==> src/rtl/seq_game_pkg.sv <==
// Shared constants for the colour-sequence game: FSM encoding, code widths
// and the per-cycle result codes of the entry comparator.
package seq_game_pkg;

  localparam int CODE_W  = 2;
  localparam int NUM_BTN = 4;

  typedef logic [CODE_W-1:0] code_t;

  localparam logic [1:0] ST_IDLE     = 2'd0;
  localparam logic [1:0] ST_FETCH    = 2'd1;
  localparam logic [1:0] ST_LATCH    = 2'd2;
  localparam logic [1:0] ST_WAIT_BTN = 2'd3;

  localparam logic [2:0] RES_NONE     = 3'd0;
  localparam logic [2:0] RES_ADVANCE  = 3'd1;
  localparam logic [2:0] RES_MATCH    = 3'd2;
  localparam logic [2:0] RES_MISMATCH = 3'd3;
  localparam logic [2:0] RES_TIMEOUT  = 3'd4;

endpackage

==> src/rtl/btn_onehot_enc.sv <==
// Classifies the four button pulses of one cycle: exactly one press (valid,
// with its colour code) or two or more simultaneous presses (multi).
module btn_onehot_enc
  import seq_game_pkg::*;
(
  input  logic [NUM_BTN-1:0] pulse,
  output logic               valid,
  output logic               multi,
  output code_t              code
);

  logic [2:0] cnt;

  // Population count and priority-free code lookup for a single press
  always_comb begin
    cnt = 3'd0;
    for (int i = 0; i < NUM_BTN; i++) begin
      cnt = cnt + {2'b00, pulse[i]};
    end
    valid = (cnt == 3'd1);
    multi = (cnt > 3'd1);
    case (pulse)
      4'b0010: code = 2'd1;
      4'b0100: code = 2'd2;
      4'b1000: code = 2'd3;
      default: code = 2'd0;
    endcase
  end

endmodule

==> src/rtl/seq_match_ctrl.sv <==
// Steps through a stored colour sequence and checks each button press.
// Per-entry timeout on TickEn is built only when SEQ_MATCH_TIMEOUT_EN is defined.
module seq_match_ctrl
  import seq_game_pkg::*;
#(
  parameter int SEQ_ADDR_W    = 4,
  parameter int TIMEOUT_TICKS = 10
) (
  input  logic                  Clk,
  input  logic                  Rst,
  input  logic [NUM_BTN-1:0]    BtnPulse,
  input  logic                  Start,
  input  logic [SEQ_ADDR_W:0]   SeqLen,
  input  logic                  TickEn,
  output logic [SEQ_ADDR_W-1:0] MemAddr,
  input  logic [CODE_W-1:0]     MemData,
  output logic                  Busy,
  output logic [SEQ_ADDR_W:0]   Progress,
  output logic                  Match,
  output logic                  Mismatch,
  output logic                  Timeout
);

  localparam logic [SEQ_ADDR_W:0]   MAX_LEN = {1'b1, {SEQ_ADDR_W{1'b0}}};
  localparam logic [SEQ_ADDR_W:0]   ONE_L   = {{SEQ_ADDR_W{1'b0}}, 1'b1};
  localparam logic [SEQ_ADDR_W-1:0] ONE_A   = {{(SEQ_ADDR_W-1){1'b0}}, 1'b1};

  logic [1:0]          state_r;
  logic [SEQ_ADDR_W:0] len_r;
  code_t               expected_r;
  logic                btn_valid_s;
  logic                btn_multi_s;
  code_t               btn_code_s;
  logic                start_ok_s;
  logic                last_s;
  logic [2:0]          res_s;

`ifdef SEQ_MATCH_TIMEOUT_EN
  localparam int              TICK_W    = $clog2(TIMEOUT_TICKS + 1);
  localparam logic [TICK_W-1:0] TICK_LAST = TICK_W'(TIMEOUT_TICKS - 1);
  logic [TICK_W-1:0] tick_r;
`else
  localparam int unused_timeout_ticks = TIMEOUT_TICKS;
  logic unused_tick_s;
  assign unused_tick_s = TickEn;
  assign Timeout       = 1'b0;
`endif

  btn_onehot_enc u_enc (
    .pulse (BtnPulse),
    .valid (btn_valid_s),
    .multi (btn_multi_s),
    .code  (btn_code_s)
  );

  // MemAddr doubles as the entry index, so the final entry is len-1
  assign start_ok_s = Start && (SeqLen != '0) && (SeqLen <= MAX_LEN);
  assign last_s     = ({1'b0, MemAddr} == (len_r - ONE_L));

  // Per-cycle verdict in WAIT_BTN; a press always outranks a coinciding tick
  always_comb begin
    res_s = RES_NONE;
    if (state_r != ST_WAIT_BTN) begin
      res_s = RES_NONE;
    end else if (btn_valid_s && (btn_code_s == expected_r)) begin
      res_s = last_s ? RES_MATCH : RES_ADVANCE;
    end else if (btn_valid_s || btn_multi_s) begin
      res_s = RES_MISMATCH;
`ifdef SEQ_MATCH_TIMEOUT_EN
    end else if (TickEn && (tick_r == TICK_LAST)) begin
      res_s = RES_TIMEOUT;
`endif
    end else begin
      res_s = RES_NONE;
    end
  end

  // Round sequencing, registered outputs and one-cycle result pulses
  always_ff @(posedge Clk) begin
    if (Rst) begin
      state_r    <= ST_IDLE;
      len_r      <= '0;
      expected_r <= '0;
      MemAddr    <= '0;
      Progress   <= '0;
      Busy       <= 1'b0;
      Match      <= 1'b0;
      Mismatch   <= 1'b0;
`ifdef SEQ_MATCH_TIMEOUT_EN
      tick_r     <= '0;
      Timeout    <= 1'b0;
`endif
    end else begin
      Match    <= 1'b0;
      Mismatch <= 1'b0;
`ifdef SEQ_MATCH_TIMEOUT_EN
      Timeout  <= 1'b0;
`endif
      case (state_r)
        ST_IDLE: begin
          if (start_ok_s) begin
            state_r  <= ST_FETCH;
            len_r    <= SeqLen;
            MemAddr  <= '0;
            Progress <= '0;
            Busy     <= 1'b1;
`ifdef SEQ_MATCH_TIMEOUT_EN
            tick_r   <= '0;
`endif
          end
        end
        ST_FETCH: state_r <= ST_LATCH;
        ST_LATCH: begin
          expected_r <= MemData;
          state_r    <= ST_WAIT_BTN;
        end
        ST_WAIT_BTN: begin
          case (res_s)
            RES_ADVANCE: begin
              MemAddr  <= MemAddr + ONE_A;
              Progress <= Progress + ONE_L;
              state_r  <= ST_FETCH;
`ifdef SEQ_MATCH_TIMEOUT_EN
              tick_r   <= '0;
`endif
            end
            RES_MATCH: begin
              Progress <= Progress + ONE_L;
              Match    <= 1'b1;
              Busy     <= 1'b0;
              state_r  <= ST_IDLE;
            end
            RES_MISMATCH: begin
              Mismatch <= 1'b1;
              Busy     <= 1'b0;
              state_r  <= ST_IDLE;
            end
            RES_TIMEOUT: begin
`ifdef SEQ_MATCH_TIMEOUT_EN
              Timeout  <= 1'b1;
`endif
              Busy     <= 1'b0;
              state_r  <= ST_IDLE;
            end
            default: begin
`ifdef SEQ_MATCH_TIMEOUT_EN
              if (TickEn) tick_r <= tick_r + 1'b1;
`endif
            end
          endcase
        end
        default: begin
          state_r <= ST_IDLE;
          Busy    <= 1'b0;
        end
      endcase
    end
  end

endmodule

==> config.mk <==
export PLATFORM = sky130hd
export DESIGN_NAME = seq_match_ctrl
export DESIGN_NICKNAME = d
export VERILOG_FILES = /design/src/rtl/seq_game_pkg.sv /design/src/rtl/btn_onehot_enc.sv /design/src/rtl/seq_match_ctrl.sv
export SDC_FILE = /design/constraint.sdc
export NUM_CORES = 1
export LEC_CHECK = 0
export ABC_AREA = 1
export CAP_MARGIN = 20
export CORE_MARGIN = 4
export CORE_UTILIZATION = 47
export DETAILED_ROUTE_END_ITERATION = 10
export PLACE_DENSITY = 0.75
export SYNTH_ARGS = -nofsm -noshare
export SYNTH_HDL_FRONTEND = slang
export SYNTH_SLANG_ARGS = --single-unit
==> constraint.sdc <==
create_clock -name Clk -period 2.3 [get_ports Clk]
set_input_delay 0.23 -clock Clk [delete_from_list [all_inputs] [get_ports Clk]]
set_output_delay 0.23 -clock Clk [all_outputs]
set_load 0.005 [all_outputs]
==> flow_summary.toml, run 1 <==
[status]
status = "finished clean"

[timing]
rsz0062_at_grt = "yes"
setup_slack_ns = 0.0478
setup_viol = 0
slew_viol_final = 0
clock.fmax_mhz = 444
whs_ns = 0.489
setup_tns_ns = 0
skew_ns = 0.00752
min_period_ns = 2.25
fin_crit_sh_pct = 97.9
hold_viol = 0

[hold_path]
hold_start = "expected_r[1]$_SDFFE_PP0N_"
hold_path.class = "register to register"
worstHoldPathCells = 2
worstHoldEndpoint = "expected_r[1]$_SDFFE_PP0N_"

[logic_synthesis]
postSynthAreaPerCell_um2 = 7.19
synth-warning-count = 0
seq_area_frac_synth_pct = 26.8
synth_area_um2 = 1570
synth_cells = 218
ys_ff_latch = 21
synth.distinct_cells = 29
syn_nets = 249

[worst_setup_path]
worstSetupStartpointType = "input pin"
r2r_cells = 14
r2r_slack_ns = 0.14
cp_slowest_cell = "fa_2"
path_class = "input pin to register"
cp_max_fo = 8
worst_ep_arrival_time_ns = 2.52
worst_path_most_repeated_cell = "ha_4"
cp_data_required_time_ns = 2.57
worstReg2RegStart = "len_r[0]$_SDFFE_PP0P_"
r2r-end = "Progress[2]$_SDFFE_PP0P_"
end_kind = "register"
slowest_delay_ns = 0.39
crit_chain = "buf_12, inv_12, ha_4, fa_2, inv_2, ha_4, nor3_4, nand3_2, buf_4, o21ai_4, ha_4, nand2_2, nand2_4, nand2_4, nand2_1, a21oi_2"

[final_layout]
antenna_cells = 0
drive_gt1_share_pct = 27.5
fin_util_pct = 67.4
final_common_cell = "nand2_1"
syn2layout_area_growth_pct = 34.4
seq_area_um2 = 422
postLayoutCellArea_um2 = 2110
multiInputGateArea_um2 = 1120
fin_cells = 299
final_cell_mix = "nand2_1 (46), clkdlybuf4s50_1 (21), dfxtp_1 (20), inv_1 (20), nor2_1 (20)"
final_net_count = 287
num-fill-cells = 282

[place]
gp_routability_congestion = 0.764
place_area_um2 = 1990
io_buffers = 25
dpl.hpwl_um = 2510
placed_cells = 294
dp_slack_ns = -0.782

[clocking]
htreeDepth = 1
hold_buffers = 0
cts_root_buf = "clkbuf_4"
cts_tree = "yes"
clock_path_buffers = 2
clk_latency_ns = 0.32
cts.sinks = 21
cts-buffers-inserted = 3
cts.reportedPaths.clkPinSlew_ns = 0.13

[global_route]
grt.total_usage_pct = 15.9
grt_pass1_vias = 1289
grt_overflow_total = 0
grt_pass1_wl_um = 5380
grt_start_max_net_pins = 19
antenna_found_initial = 0

[die]
start_util_pct = 50.1
core_um2 = 3130
die_height_um = 65.8
die-width_um = 65.8
placementRows = 20
die_area_um2 = 4320
io_pins = 28

[job]
max_cap_violations = 0

[power_and_ir_drop]
p_per_area_nw_per_um2 = 741
p_leak_nw = 0.858
vdd_drop_max_mv = 0.321
total_power_mw = 1.56

[route]
ant_nets = 0
dr_total_vias = 1445
drcViolationCount = 0
first_iter_violations = 51
avgViaCountPerCell = 4.83
drt-pass1-iter-count = 4
routed_wl_um = 3210
wire_per_inst_um = 10.7
metal layers:
layer	part of all wire [%]	vias to the layer above	GRT usage, %
met2	52	16	29.5
met3	2.1	4	1.54
li1	-	774	-
met4	1.5	0	6.22
met1	44	651	18.3
met5	0	-	0
state kept, by name (all words and copies together) (netlist names):
| name | flops |
|---|---|
| Progress | 5 |
| state_r | 2 |
| MemAddr | 4 |
| expected_r | 2 |
| Mismatch | 1 |
| Match | 1 |
| Busy | 1 |
| len_r | 5 |
Yosys cell counts:
library cell,instances,share of area (%)
a21oi_1,7,2.2
a21oi_2,9,5.0
buf_1,1,0.24
buf_12,1,1.3
buf_4,2,0.96
conb_1,1,0.24
dfxtp_1,21,27
fa_1,1,1.3
ha_1,15,12
inv_1,27,6.5
inv_2,3,0.72
nand2_1,52,12
nand2_2,2,0.80
nand2_4,2,1.4
nand3_1,15,4.8
nand3_2,7,4.5
nand3_4,1,1.1
nand4_1,6,2.4
nor2_1,21,5.0
nor2_2,2,0.80
nor2_4,1,0.72
nor3_1,3,0.96
o211ai_1,1,0.48
o21ai_0,7,2.2
o21ai_1,1,0.32
o21bai_1,1,0.48
or2_1,1,0.40
xnor2_1,4,2.2
xor2_1,3,1.7
what timing repair did:
item	CTS	global route
endpoints found under the setup margin	14	12
endpoints found under the hold margin	0	0
pin swaps	10	14
setup buffers	1	1
resized for setup	21	12
how the worst max path moves through the flow:
stage	slack [ns]	endpoint	from	depth (start not counted)
finish	0.05	Progress[2]$_SDFFE_PP0P_	BtnPulse[1]	16
global route	-0.05	state_r[0]$_SDFFE_PP0P_	BtnPulse[1]	18
CTS	-0.02	state_r[0]$_SDFFE_PP0P_	BtnPulse[1]	19
detailed placement	-0.78	state_r[0]$_SDFFE_PP0P_	BtnPulse[1]	19
global placement	-0.72	state_r[0]$_SDFFE_PP0P_	BtnPulse[1]	19
floorplan	-0.001	Progress[2]$_SDFFE_PP0P_	BtnPulse[1]	14
power breakdown:
part	internal [mW]	switching (mW)
clock	0.0652	0.125
sequential	0.437	0.0851
combinational	0.352	0.495
logic make-up (layout without fill, tap and decap cells):
logic type,count (synthesis),after routing,synth area share [%]
AO/OA/AOI/OAI,26,26,10.8
XOR/XNOR,7,7,3.91
adder cells (fa/ha/maj),16,16,13.2
buffers and inverters,34,71,9.66
flip-flops,21,21,26.8
other,1,1,0.239
AND/OR/NAND/NOR,113,113,35.4
worst max-delay path: cells and delay by family:
kind	cells	cell delay [ns]
adders and majority gates	4	1.03
and+or+nand+nor	6	0.60
buffers and inverters	4	0.36
AOI/OAI and AO/OA	2	0.30
cell type report:
| cell class | count | area share, % |
|---|---|---|
| repair buffers | 37 | 16.9 |
| inverters | 30 | 6.18 |
| flip-flops and latches | 21 | 20.0 |
| multi-input cells | 163 | 53.0 |
| well taps | 44 | 2.61 |
| clock inverters | 1 | 0.238 |
| clock buffers | 3 | 1.07 |
(Power assumes the default switching activity.)
==> run 2: changes to the inputs <==
Settings changed: ABC_AREA 1 to unset, CORE_UTILIZATION 47 to 46, PLACE_DENSITY 0.75 to 0.76.
==> flow_summary.toml, run 2 <==
[timing]
rsz0062_at_grt = "yes"
fin_crit_sh_pct = 107
skew_ns = 0.00593
setup_viol = 8
clock.fmax_mhz = 406
whs_ns = 0.505
hold_viol = 0
slew_viol_final = 0
min_period_ns = 2.46
setup_slack_ns = -0.164

[power_and_ir_drop]
total_power_mw = 0.850
switching_share_pct = 31.2
p_per_area_nw_per_um2 = 422
clkPwrFrac_pct = 21.0
p_switching_mw = 0.265
combinationalPowerShare_pct = 32.5
p_leak_nw = 0.778
power.internal_mw = 0.585
seq_power_share_pct = 46.5
vdd_drop_max_mv = 0.306

[route]
first_iter_violations = 60
ant_nets = 0
dr_total_vias = 1339
drt-pass1-iter-count = 5
avgViaCountPerCell = 5.67
routed_wl_um = 3520
wire_per_inst_um = 14.9
drcViolationCount = 0

[clocking]
cts.sinks = 21
cts-buffers-inserted = 3
cts_tree = "yes"
clock_path_buffers = 2
clk_latency_ns = 0.31
hold_buffers = 0
cts_root_buf = "clkbuf_4"
htreeDepth = 1
cts.reportedPaths.clkPinSlew_ns = 0.11

[final_layout]
seq_area_um2 = 423
final_common_cell = "clkdlybuf4s50_1"
final_cell_mix = "clkdlybuf4s50_1 (21), buf_4 (20), dfxtp_1 (19)"
num-fill-cells = 217
fin_cells = 236
drive_gt1_share_pct = 29.3
top_regs = "Progress (5), len_r (5), MemAddr (4)"
syn2layout_area_growth_pct = 47.7
final_net_count = 237
antenna_cells = 0
multiInputGateArea_um2 = 1060

[logic_synthesis]
postSynthAreaPerCell_um2 = 8.57
synth.most_common_cell = "dfxtp_1"
synth-warning-count = 0
seq_area_frac_synth_pct = 30.9
netlist.area_leader.share_pct = 30.9
ys_ff_latch = 21
synth_area_um2 = 1360
synth.distinct_cells = 40
synth_commonest_cells = "dfxtp_1 (21), ha_1 (15), nand2_1 (15)"
async_flop_share_pct = 0
synth_area_leaders = "dfxtp_1 (31%), ha_1 (14%), a21oi_1 (4.4%)"
synth_ff_type = "dfxtp_1"
synth_cells = 159
synth_edf_count = 0
syn_nets = 190
yosys.area.top_type = "dfxtp_1"

[global_route]
antenna_found_initial = 0
grt.total_usage_pct = 18.1
grt_pass1_vias = 1357
grt_overflow_total = 0
grt_pass1_wl_um = 5870
grt_start_max_net_pins = 15

[die]
die-width_um = 62.4
die_area_um2 = 3900
io_pins = 28
start_util_pct = 48.6
die_height_um = 62.4
placementRows = 19
core_um2 = 2810

[place]
io_buffers = 25
placed_cells = 227
gp_routability_congestion = 0.817
dpl.hpwl_um = 2480

[worst_setup_path]
path_class = "input pin to register"
worstSetupStartpointType = "input pin"
worst_ep_arrival_time_ns = 2.66
cp_data_required_time_ns = 2.49
cp_max_fo = 4
end_kind = "register"

[status]
violations = "setup timing"
status = "complete, but fails checks"

[job]
max_cap_violations = 0

[hold_path]
hold_path.class = "input pin to register"
## run 2: cell types whose count changed in the layout (fill, tap and decap cells not counted), sizes merged, moves of 3 or more
cell	change
nand2	-41
nand3	-22
inv	-20
nor2	-12
buf	+9
mux2i	+5
a21oi	-4
and3	+4
and2	+3
or3	+3
xor2	+3
## run 2: metal layers
| metal | share of wire, % | vias up | track usage [%] |
|---|---|---|---|
| met4 | 0.99 | 0 | 6.61 |
| li1 | - | 645 | - |
| met2 | 53 | 39 | 32.5 |
| met1 | 41 | 649 | 20.2 |
| met5 | 0 | - | 0 |
| met3 | 4.5 | 6 | 5.04 |
## run 2: stage by stage
step / worst slack, ns / utilization [%] / cell area (um^2) / setup TNS [ns]
global placement: -1.03 / 65.0 / 1820 / -11.25
finish: -0.164 / 71.7 / 2010 / -0.917
CTS: -0.233 / 69.6 / 1950 / -1.50
detailed placement: -1.13 / 65.0 / 1820 / -12.53
global route: -0.297 / 71.7 / 2010 / -1.79
floorplan: -0.369 / - / 1440 / -1.53
## run 2: power groups by stage
stage / clock network [mW] / logic, mW / registers [mW]
2_1_floorplan: 0 / 0.138 / 0.400
3_3_place_gp: 0 / 0.217 / 0.400
3_5_place_dp: 0 / 0.228 / 0.401
4_1_cts: 0.182 / 0.256 / 0.393
5_1_grt: 0.207 / 0.299 / 0.397
6_report: 0.179 / 0.276 / 0.395
## run 2: cells by family (layout without fill, tap and decap cells)
logic type | count (synthesis) | after routing | share of synthesized area, %
AND/OR/NAND/NOR | 54 | 54 | 21.6
AO/OA/AOI/OAI | 36 | 36 | 15.8
flip-flops | 21 | 21 | 30.9
adder cells (fa/ha/maj) | 16 | 16 | 15.2
buffers and inverters | 14 | 60 | 4.41
XOR/XNOR | 11 | 11 | 7.07
multiplexers | 6 | 6 | 4.77
other | 1 | 1 | 0.275
## run 2: worst paths after layout
check	start	end	slack (ns)	cells after the start
worst max-delay path	BtnPulse[0]	Progress[2]$_SDFFE_PP0P_	-0.16	15
worst min-delay path	Rst	Progress[0]$_SDFFE_PP0P_	0.51	2
worst max register to register	len_r[1]$_SDFFE_PP0P_	Progress[4]$_SDFFE_PP0P_	-0.16	12
worst min register to register	Progress[1]$_SDFFE_PP0P_	Progress[1]$_SDFFE_PP0P_	0.51	2
## run 2: repair_timing
| item | in CTS | in global routing |
|---|---|---|
| endpoints found under the setup margin | 14 | 13 |
| buffers inserted | 4 | 2 |
| pin swaps | 15 | 8 |
| resized for setup | 29 | 12 |
| hold endpoints to repair | 0 | 0 |
| gates cloned | 0 | 0 |
## run 2: final cells by class
type | count | share of cell area [%]
clock buffer | 4 | 1.31
inverter | 10 | 2.61
multi-input combinational | 124 | 52.7
sequential | 21 | 21.0
tap | 31 | 1.93
timing repair buffer | 46 | 20.5
## run 2: worst max-delay path, stage by stage
cell and delay, ns:
buf_6 0.10, inv_4 0.06, ha_4 0.20, fa_2 0.35, inv_2 0.07, ha_4 0.19
nor3b_4 0.20, and3_4 0.24, a21o_1 0.17, ha_4 0.21, nand2b_4 0.15, buf_4 0.13
o211ai_1 0.11, xor2_1 0.18, nor2_1 0.06
